--- src/rtl/frame_parse.sv ---
// Receive-side frame parser: pops one frame from the RX FIFO, decodes header and payload, and
// reports it with a 1-cycle pulse. Optional address filter: define FRAME_PARSE_ADDR_FILTER_EN.
module frame_parse #(
    parameter int unsigned MAX_PAYLOAD = 42,
    parameter int unsigned TIMEOUT_CYC = 255
) (
    input  logic                             i_clk,
    input  logic                             i_rst,
    input  logic [7:0]                       i_rdata,
    input  logic                             i_rready,
    output logic                             o_rreq,
    input  logic [15:0]                      i_my_addr,
    output logic                             o_busy,
    output logic                             o_valid,
    output logic                             o_err,
    output logic                             o_drop,
    output logic [15:0]                      o_dst,
    output logic [15:0]                      o_src,
    output logic [15:0]                      o_size,
    output logic                             o_dir,
    output logic [6:0]                       o_type,
    output logic [8*MAX_PAYLOAD-1:0]         o_payload,
    output logic [$clog2(MAX_PAYLOAD+1)-1:0] o_payload_size
);
    localparam int unsigned PW = 8 * MAX_PAYLOAD;
    localparam int unsigned SW = $clog2(MAX_PAYLOAD + 1);
    localparam int unsigned TW = $clog2(TIMEOUT_CYC + 1);

    typedef enum logic [2:0] {StIdle, StHdr, StPay, StDrain, StDone, StErr} state_t;
    state_t r_state, w_next;

    logic [16:0]   r_req_cnt, r_rx_cnt;
    logic          r_inflight, r_size_known;
    logic [TW-1:0] r_to_cnt;
    logic [15:0]   r_sh_dst, r_sh_src, r_sh_size;
    logic          r_sh_dir;
    logic [6:0]    r_sh_type;
    logic [PW-1:0] r_sh_pay;
    logic [15:0]   r_dst, r_src, r_size;
    logic          r_dir;
    logic [6:0]    r_type;
    logic [PW-1:0] r_pay;
    logic [SW-1:0] r_psize;

    logic        w_busy, w_cap, w_last, w_timeout, w_rreq, w_pass, w_load;
    logic [16:0] w_frame_len, w_pay_idx;

    assign w_frame_len = 17'd7 + {1'b0, r_sh_size};
    assign w_pay_idx   = r_rx_cnt - 17'd7;
    assign w_busy      = (r_state == StHdr) || (r_state == StPay) || (r_state == StDrain);
    assign w_cap       = r_inflight;
    assign w_last      = w_cap && (r_rx_cnt == w_frame_len - 17'd1);
    // A cycle without capture implies no pop is outstanding, so aborting here never strands a byte.
    assign w_timeout   = w_busy && !w_cap && (r_to_cnt == TW'(TIMEOUT_CYC - 1));
    assign w_rreq      = i_rready && !i_rst && !w_timeout &&
                         (w_busy || (r_state == StIdle)) &&
                         ((r_req_cnt < 17'd7) || (r_size_known && (r_req_cnt < w_frame_len)));
    assign o_rreq      = w_rreq;

`ifdef FRAME_PARSE_ADDR_FILTER_EN
    assign w_pass = (r_sh_dst == i_my_addr) || (r_sh_dst == 16'hFFFF);
`else
    logic w_unused_my_addr;
    assign w_unused_my_addr = ^i_my_addr;
    assign w_pass = 1'b1;
`endif
    assign w_load = (r_state == StDone) && w_pass;

    always_ff @(posedge i_clk or posedge i_rst) begin
        if (i_rst) r_state <= StIdle;
        else       r_state <= w_next;
    end

    always_comb begin
        w_next = r_state;
        unique case (r_state)
            StIdle: if (w_rreq) w_next = StHdr;
            StHdr: begin
                if (w_timeout) w_next = StErr;
                else if (w_cap && (r_rx_cnt == 17'd6)) begin
                    if (r_sh_size == 16'd0)                  w_next = StDone;
                    else if (r_sh_size > 16'(MAX_PAYLOAD))   w_next = StDrain;
                    else                                     w_next = StPay;
                end
            end
            StPay:   if (w_timeout) w_next = StErr; else if (w_last) w_next = StDone;
            StDrain: if (w_timeout || w_last) w_next = StErr;
            StDone:  w_next = StIdle;
            StErr:   w_next = StIdle;
            default: w_next = StIdle;
        endcase
    end

    always_ff @(posedge i_clk or posedge i_rst) begin
        if (i_rst) begin
            r_req_cnt <= '0; r_rx_cnt <= '0; r_inflight <= 1'b0; r_size_known <= 1'b0;
            r_to_cnt  <= '0;
            r_sh_dst  <= '0; r_sh_src <= '0; r_sh_size <= '0; r_sh_dir <= 1'b0;
            r_sh_type <= '0; r_sh_pay <= '0;
            r_dst <= '0; r_src <= '0; r_size <= '0; r_dir <= 1'b0; r_type <= '0;
            r_pay <= '0; r_psize <= '0;
        end else begin
            r_inflight <= w_rreq;
            if (w_rreq) r_req_cnt <= r_req_cnt + 17'd1;
            if ((r_state == StIdle) && w_rreq) r_sh_pay <= '0;
            if (w_cap) begin
                r_rx_cnt <= r_rx_cnt + 17'd1;
                r_to_cnt <= '0;
                case (r_rx_cnt)
                    17'd0: r_sh_dst[15:8]  <= i_rdata;
                    17'd1: r_sh_dst[7:0]   <= i_rdata;
                    17'd2: r_sh_src[15:8]  <= i_rdata;
                    17'd3: r_sh_src[7:0]   <= i_rdata;
                    17'd4: r_sh_size[15:8] <= i_rdata;
                    17'd5: begin
                        r_sh_size[7:0] <= i_rdata;
                        r_size_known   <= 1'b1;
                    end
                    17'd6: {r_sh_dir, r_sh_type} <= i_rdata;
                    default: begin
                        if (r_state == StPay) begin
                            for (int i = 0; i < int'(MAX_PAYLOAD); i++) begin
                                if (w_pay_idx == 17'(i)) r_sh_pay[PW-1-8*i -: 8] <= i_rdata;
                            end
                        end
                    end
                endcase
            end else if (w_busy) begin
                r_to_cnt <= r_to_cnt + 1'b1;
            end
            if ((r_state == StDone) || (r_state == StErr)) begin
                r_req_cnt <= '0; r_rx_cnt <= '0; r_size_known <= 1'b0; r_to_cnt <= '0;
            end
            if (w_load) begin
                r_dst <= r_sh_dst; r_src <= r_sh_src; r_size <= r_sh_size; r_dir <= r_sh_dir;
                r_type <= r_sh_type; r_pay <= r_sh_pay; r_psize <= r_sh_size[SW-1:0];
            end
        end
    end

    // Fields show the new frame during its o_valid cycle and are held from then on.
    always_comb begin
        o_busy  = w_busy;
        o_valid = w_load;
        o_drop  = (r_state == StDone) && !w_pass;
        o_err   = (r_state == StErr);
        o_dst = r_dst; o_src = r_src; o_size = r_size; o_dir = r_dir; o_type = r_type;
        o_payload = r_pay; o_payload_size = r_psize;
        if (w_load) begin
            o_dst = r_sh_dst; o_src = r_sh_src; o_size = r_sh_size; o_dir = r_sh_dir;
            o_type = r_sh_type; o_payload = r_sh_pay; o_payload_size = r_sh_size[SW-1:0];
        end
    end
endmodule

--- config.mk ---
export PLATFORM = sky130hd
export DESIGN_NAME = frame_parse
export DESIGN_NICKNAME = d
export VERILOG_FILES = /design/src/rtl/frame_parse.sv
export SDC_FILE = /design/constraint.sdc
export NUM_CORES = 2
export LEC_CHECK = 0
export BUFFER_PORTS_ARGS = -buffer_cell sky130_fd_sc_hd__clkbuf_2
export CAP_MARGIN = 20
export CORE_AREA = 2 2 278 280
export CTS_BUF_LIST = sky130_fd_sc_hd__clkbuf_16
export CTS_CLUSTER_SIZE = 24
export DETAILED_ROUTE_END_ITERATION = 12
export DIE_AREA = 0 0 280 282
export GPL_TIMING_DRIVEN = 0
export PLACE_DENSITY = 0.67
export SLEW_MARGIN = 20
export SYNTH_ARGS = -nofsm -noshare
export SYNTH_HDL_FRONTEND = slang
export SYNTH_SLANG_ARGS = --single-unit
--- constraint.sdc ---
create_clock -name i_clk -period 74.8 [get_ports i_clk]
set_clock_uncertainty 0.15 [all_clocks]
set_input_delay 11.22 -clock i_clk [delete_from_list [all_inputs] [get_ports i_clk]]
set_output_delay 11.22 -clock i_clk [all_outputs]
set_load 0.01 [all_outputs]
# Word-level counts from Yosys, hierarchy flattened
# Index checks and enable logic that the tools add are counted.
[totals]
ff_bits = 837
in_bits = 27
out_inout_bits = 403
elab_cells = 198
[op_classes]
addsub = 6
magnitude_cmp = 3
eq_ne = 58
n_mux = 72
reduce_logical = 37
[ops]
columns = ["cell", "count"]
rows = [
  ["2-to-1 mux 336 bit", 5],
  ["2-to-1 mux 8 bit", 45],
  ["equality test 17 x 5 -> 1 bit (second input constant)", 16],
  ["equality test 17 x 6 -> 1 bit (second input constant)", 10],
  ["equality test 17 x 4 -> 1 bit (second input constant)", 8],
  ["equality test 17 x 3 -> 1 bit (second input constant)", 7],
  ["equality test 17 x 2 -> 1 bit (second input constant)", 4],
  ["2-to-1 mux 17 bit", 4],
  ["2-to-1 mux 16 bit", 3],
  ["adder 17 x 1 -> 17 bit (second input constant)", 2],
  ["equality test 17 x 1 -> 1 bit (second input constant)", 2],
  ["zero test 17 bit", 2],
  ["2-to-1 mux 3 bit", 7],
  ["adder 3 x 16 -> 17 bit (first input constant)", 1],
  ["equality test 17 bit", 1],
  ["less-than comparator 17 bit", 1],
  ["less-than comparator 17 x 3 -> 1 bit (second input constant)", 1],
  ["subtractor 17 x 1 -> 17 bit (second input constant)", 1],
  ["subtractor 17 x 3 -> 17 bit (second input constant)", 1],
  ["> comparator 16 x 6 -> 1 bit (second input constant)", 1],
  ["zero test 16 bit", 1],
  ["AND reduction 2 bit", 8],
  ["case mux 3 bit (4 select lines)", 1],
  ["logical AND 1 bit", 10],
  ["other kinds (19)", 34],
]

# Logic depth before layout (Yosys ltp)
[depth]
ltp_word = 15
ltp_mapped = 20
ltp_nobuf = 16

# Worst setup path after synthesis
# Ideal clock, no wire load.
[synth_timing]
kind = "input-to-output"
startpoint = "input i_rst"
endpoint = "output o_rreq"
arrival_ns = 31.040
required_time_ns = 63.430
path_slack_ns = 32.390
path_stages = 8
path_buffers = 2
path_cell_list = "inv_1 and3_1 o31ai_1 a2111o_1 a2111oi_2 a211o_1 buf_4 buf_6"
[synth_via]
elab_chain_len = 5
[synth_rtl]
columns = ["item", "line_no", "rtl"]
rows = [
  ["start, declared", "8", "input logic i_rst,"],
  ["zero test 1 bit (no source line)", "--", ""],
  ["logical AND 1 bit (3 in series)", "55", "assign w_rreq = i_rready && !i_rst && !w_timeout &&"],
  ["logical AND 1 bit", "56", "(w_busy || (r_state == StIdle)) &&"],
  ["end, declared", "11", "output logic o_rreq,"],
]
# Every way passes these cells.

# Worst setup path after layout
# Ends and elaborated chain as after synthesis.

==> impl_results.md <==
- Status: finished clean
- Post-CTS Resized: 0
- Chip Height: 282 um
- Wirelength per Cell: about 21 um
- Clock sinks: roughly 840
- PD cells: 31.9 mW/mm2
- Grt total ovfl: 0
- Vias per cell: roughly 5.4
- Setup TNS: 0 ns
- DP HPWL: just under 80000 um
- Number of synthesized flops with an enable pin: 0
- Mapped cell area: 0.0338 mm2
- Crit path from: i_rst
- Period utilization: 0.342
- Root Driver: clkbuf_16
- # placed instances: 4944
- Die Footprint: 0.0790 mm2
- Max-cap violations: 0
- Area Growth Syn to Fin: 19.2%
- Top FF cell, synth: dfrtp_1
- RSZ-0062 raised after global routing: no
- Synth Instances: 3550
- CP bufs+invs: 7
- Diode count: 0
- # DRC: 0
- YS warnings: 0
- Pleak: 21.3 nW
- Worst setup SP type: input port
- Post-synth ARST share: 1.00
- Final Non-Filler Cells: 5108
- CP max stage cell: buf_16
- Total detailed-routing wirelength: 109000 um
- Crit-path cells: clkbuf_2 -> inv_8 -> buf_16 -> buf_16 -> and3_1 -> o31ai_1 -> a2111o_1 -> a2111oi_2 -> a211o_1 -> buf_4 -> buf_6 -> clkbuf_2
- Delay-heaviest family, CP: buffers and inverters
- Worst Hold Class: flop to flop
- CP required: 63.43 ns
- Final nets: 4110
- Vias post-DR: 27800
- CP Class: input port to output pin
- Top Ports: 430
- Normalized max-slew margin: 0.192
- TritonCTS Buffers: between 80 and 90
- Routed met1 length: about 45000 um
- Crit end category: output pin
- FF+latch count, synth: 837
- Final min period: around 26 ns
- CTS max path bufs: 3
- R2R Path Start: r_sh_size[0]$_DFFE_PP0P_
- Initial Util: 0.447
- Post-route ant nets: 0
- Iteration-0 DRC Markers: 2610
- Initial antenna violation count: 2
- Die extent in x: between 200 and 300 um
- Pin count of the biggest net entering global routing: 107
- Final Setup Violations: 0
- Number of global-route vias before repair: 26800
- CP peak stage delay: 0.40 ns
- Max frequency: 39.1 MHz
- HP Start: r_src[1]$_DFF_PP0_
- Postcts setup bufs: 0
- Area of the multi-input gates: around 0.012 mm2
- Worst path arrival time: 14.20 ns
- Final Power: 0.00129 W
- # rows: around 100
- CTS Hold Bufs: 0
- CTS HTree Levels: 3
- DR pass1 iterations: 5
- I/O Buffers: 406
- Clock slew seen by the registers of the worst setup and hold paths: 0.06 ns
- Layout cells sized above 1: 0.152
- Filler cells: 6871
- Max-slew violations: 0
- Overall routing resource usage: 0.276
- Distinct cells, synth: 76
- First-pass GRT wire length: about 160000 um
- Core Region: 0.0757 mm2
- Reg2reg setup slack: 69.50 ns
- Crit-path max FO: between 90 and 100
- Final Hold Fails: 0
- Post-Syn Area per Cell: 9.53 um2
- Register area share after synthesis: 0.619
- Top sig layer: met5
- Storage cell area: around 0.021 mm2
- Routed length on met3: 7870 um
- Routed wl met2: 51200 um
- Clock Latency Late Sink: 0.66 ns
- TritonCTS clock tree: yes
- Routability cong.: approximately 0.88
- Worst-margin pin slew: 1.21 ns
- Post-synthesis net count: 3603
- Worst VDD drop: 17.1 uV
cell usage after synthesis, drive strengths merged, types with 4 or more instances:
master  count  share of area
a211oi      5         0.0011
a21o        4        0.00089
a21oi      15         0.0023
a22o       54          0.014
a32o       18         0.0053
and2        8         0.0015
and3       20         0.0037
buf        47         0.0077
clkbuf    189          0.021
dfrtp     837           0.62
ha         26         0.0096
inv        28         0.0031
mux2i       4         0.0012
nand2    1364           0.15
nand2b      5        0.00092
nand3     276          0.041
nand4      29         0.0063
nand4b      5         0.0013
nor2       85          0.010
nor3       28         0.0056
nor4       26         0.0069
o211ai      4        0.00089
o21ai     335          0.050
o31ai       5         0.0011
or2         5         0.0010
or3        11         0.0020
xnor2      39          0.010
xor2       36         0.0093
worst paths after layout:
check	end	cells past startpoint
hold reg to reg	r_src[1]$_DFF_PP0_	2
setup / recovery	o_rreq	12
hold / removal	r_src[1]$_DFF_PP0_	2
min in group asynchronous	r_pay[22]$_DFF_PP0_	2
max in group asynchronous	r_sh_pay[230]$_DFF_PP0_	5
setup reg to reg	r_sh_pay[287]$_DFF_PP0_	20
worst min-delay path, cell delays in order, from the launching register on:
cell and delay (ns):
dfrtp_1 0.32, nand2_1 0.04, nand2_1 0.07
registers in the layout, summed over array words and instances, names as in the netlist:
register      count
r_sh_dir          1
r_inflight        1
r_sh_src         16
r_size_known      1
r_psize           6
r_sh_pay        336
r_sh_type         7
r_to_cnt          8
r_pay           336
r_state           3
r_sh_dst         16
r_req_cnt        17
r_dst            16
r_type            7
r_size           16
r_sh_size        16
r_dir             1
r_rx_cnt         17
r_src            16
cells in the final DEF, fill, tap and decap left out, types with 5 or more instances in the layout:
cell	n
nor3_1	23
o21ai_0	318
clkbuf_2	409
nor2_1	80
ha_1	26
clkinv_1	19
a211oi_1	5
nand2_1	1363
a32o_1	18
clkbuf_16	90
a21oi_1	14
inv_1	42
and2_1	8
nand4_1	27
buf_4	6
nand3_1	276
o21ai_1	17
clkbuf_1	186
nand4b_1	5
nand2b_1	5
xor2_1	36
a22o_1	54
bufinv_16	11
xnor2_1	38
nor4_4	5
buf_16	9
clkinv_2	20
nor4_1	17
o31ai_1	5
dfrtp_1	837
buf_2	35
or3_1	11
and3_1	20
per-stage QoR:
step | cell area [um2] | util | hold slack (ns) | setup slack (ns)
CTS | 40300 | 0.533 | 0.322 | 49.17
finish | 40300 | 0.533 | 0.317 | 49.23
floorplan | 33800 | - | 0.299 | 32.39
detailed placement | 37400 | 0.493 | 0.307 | 49.20
global placement | 37100 | 0.490 | 0.304 | 25.04
global route | 40300 | 0.533 | 0.338 | 48.92
logic make-up after synthesis:
group	after synthesis	share of synthesized area
AOI/OAI and AO/OA	472	0.0843
buffers and inverters	265	0.0320
adders and majority gates	26	0.00962
and+or+nand+nor	1869	0.234
other	1	0.000111
DFF	837	0.619
xor gates and xnor gates	75	0.0196
muxes	5	0.00152
layer usage:
metal,vias up,track usage
li1,12700,-
met1,13800,0.373
met2,1025,0.439
met3,246,0.0563
met4,2,0.106
met5,-,0
layout make-up:
| cell class | instances | share of cell area |
|---|---|---|
| sequential | 837 | 0.519 |
| multi-input combinational | 2448 | 0.293 |
| timing repair buffer | 416 | 0.0567 |
| clock buffer | 90 | 0.0558 |
| tap | 978 | 0.0303 |
| buffer | 236 | 0.0242 |
| clock inverter | 74 | 0.0174 |
| inverter | 29 | 0.00289 |
power breakdown:
group          total (W)  switching, W  leakage (nW)  internal [W]
logic           0.000253      0.000168          8.36     0.0000850
clock network   0.000447      0.000189          1.50      0.000258
registers       0.000588     0.0000527          11.4      0.000535
Power figures use the tool's default switching activity.
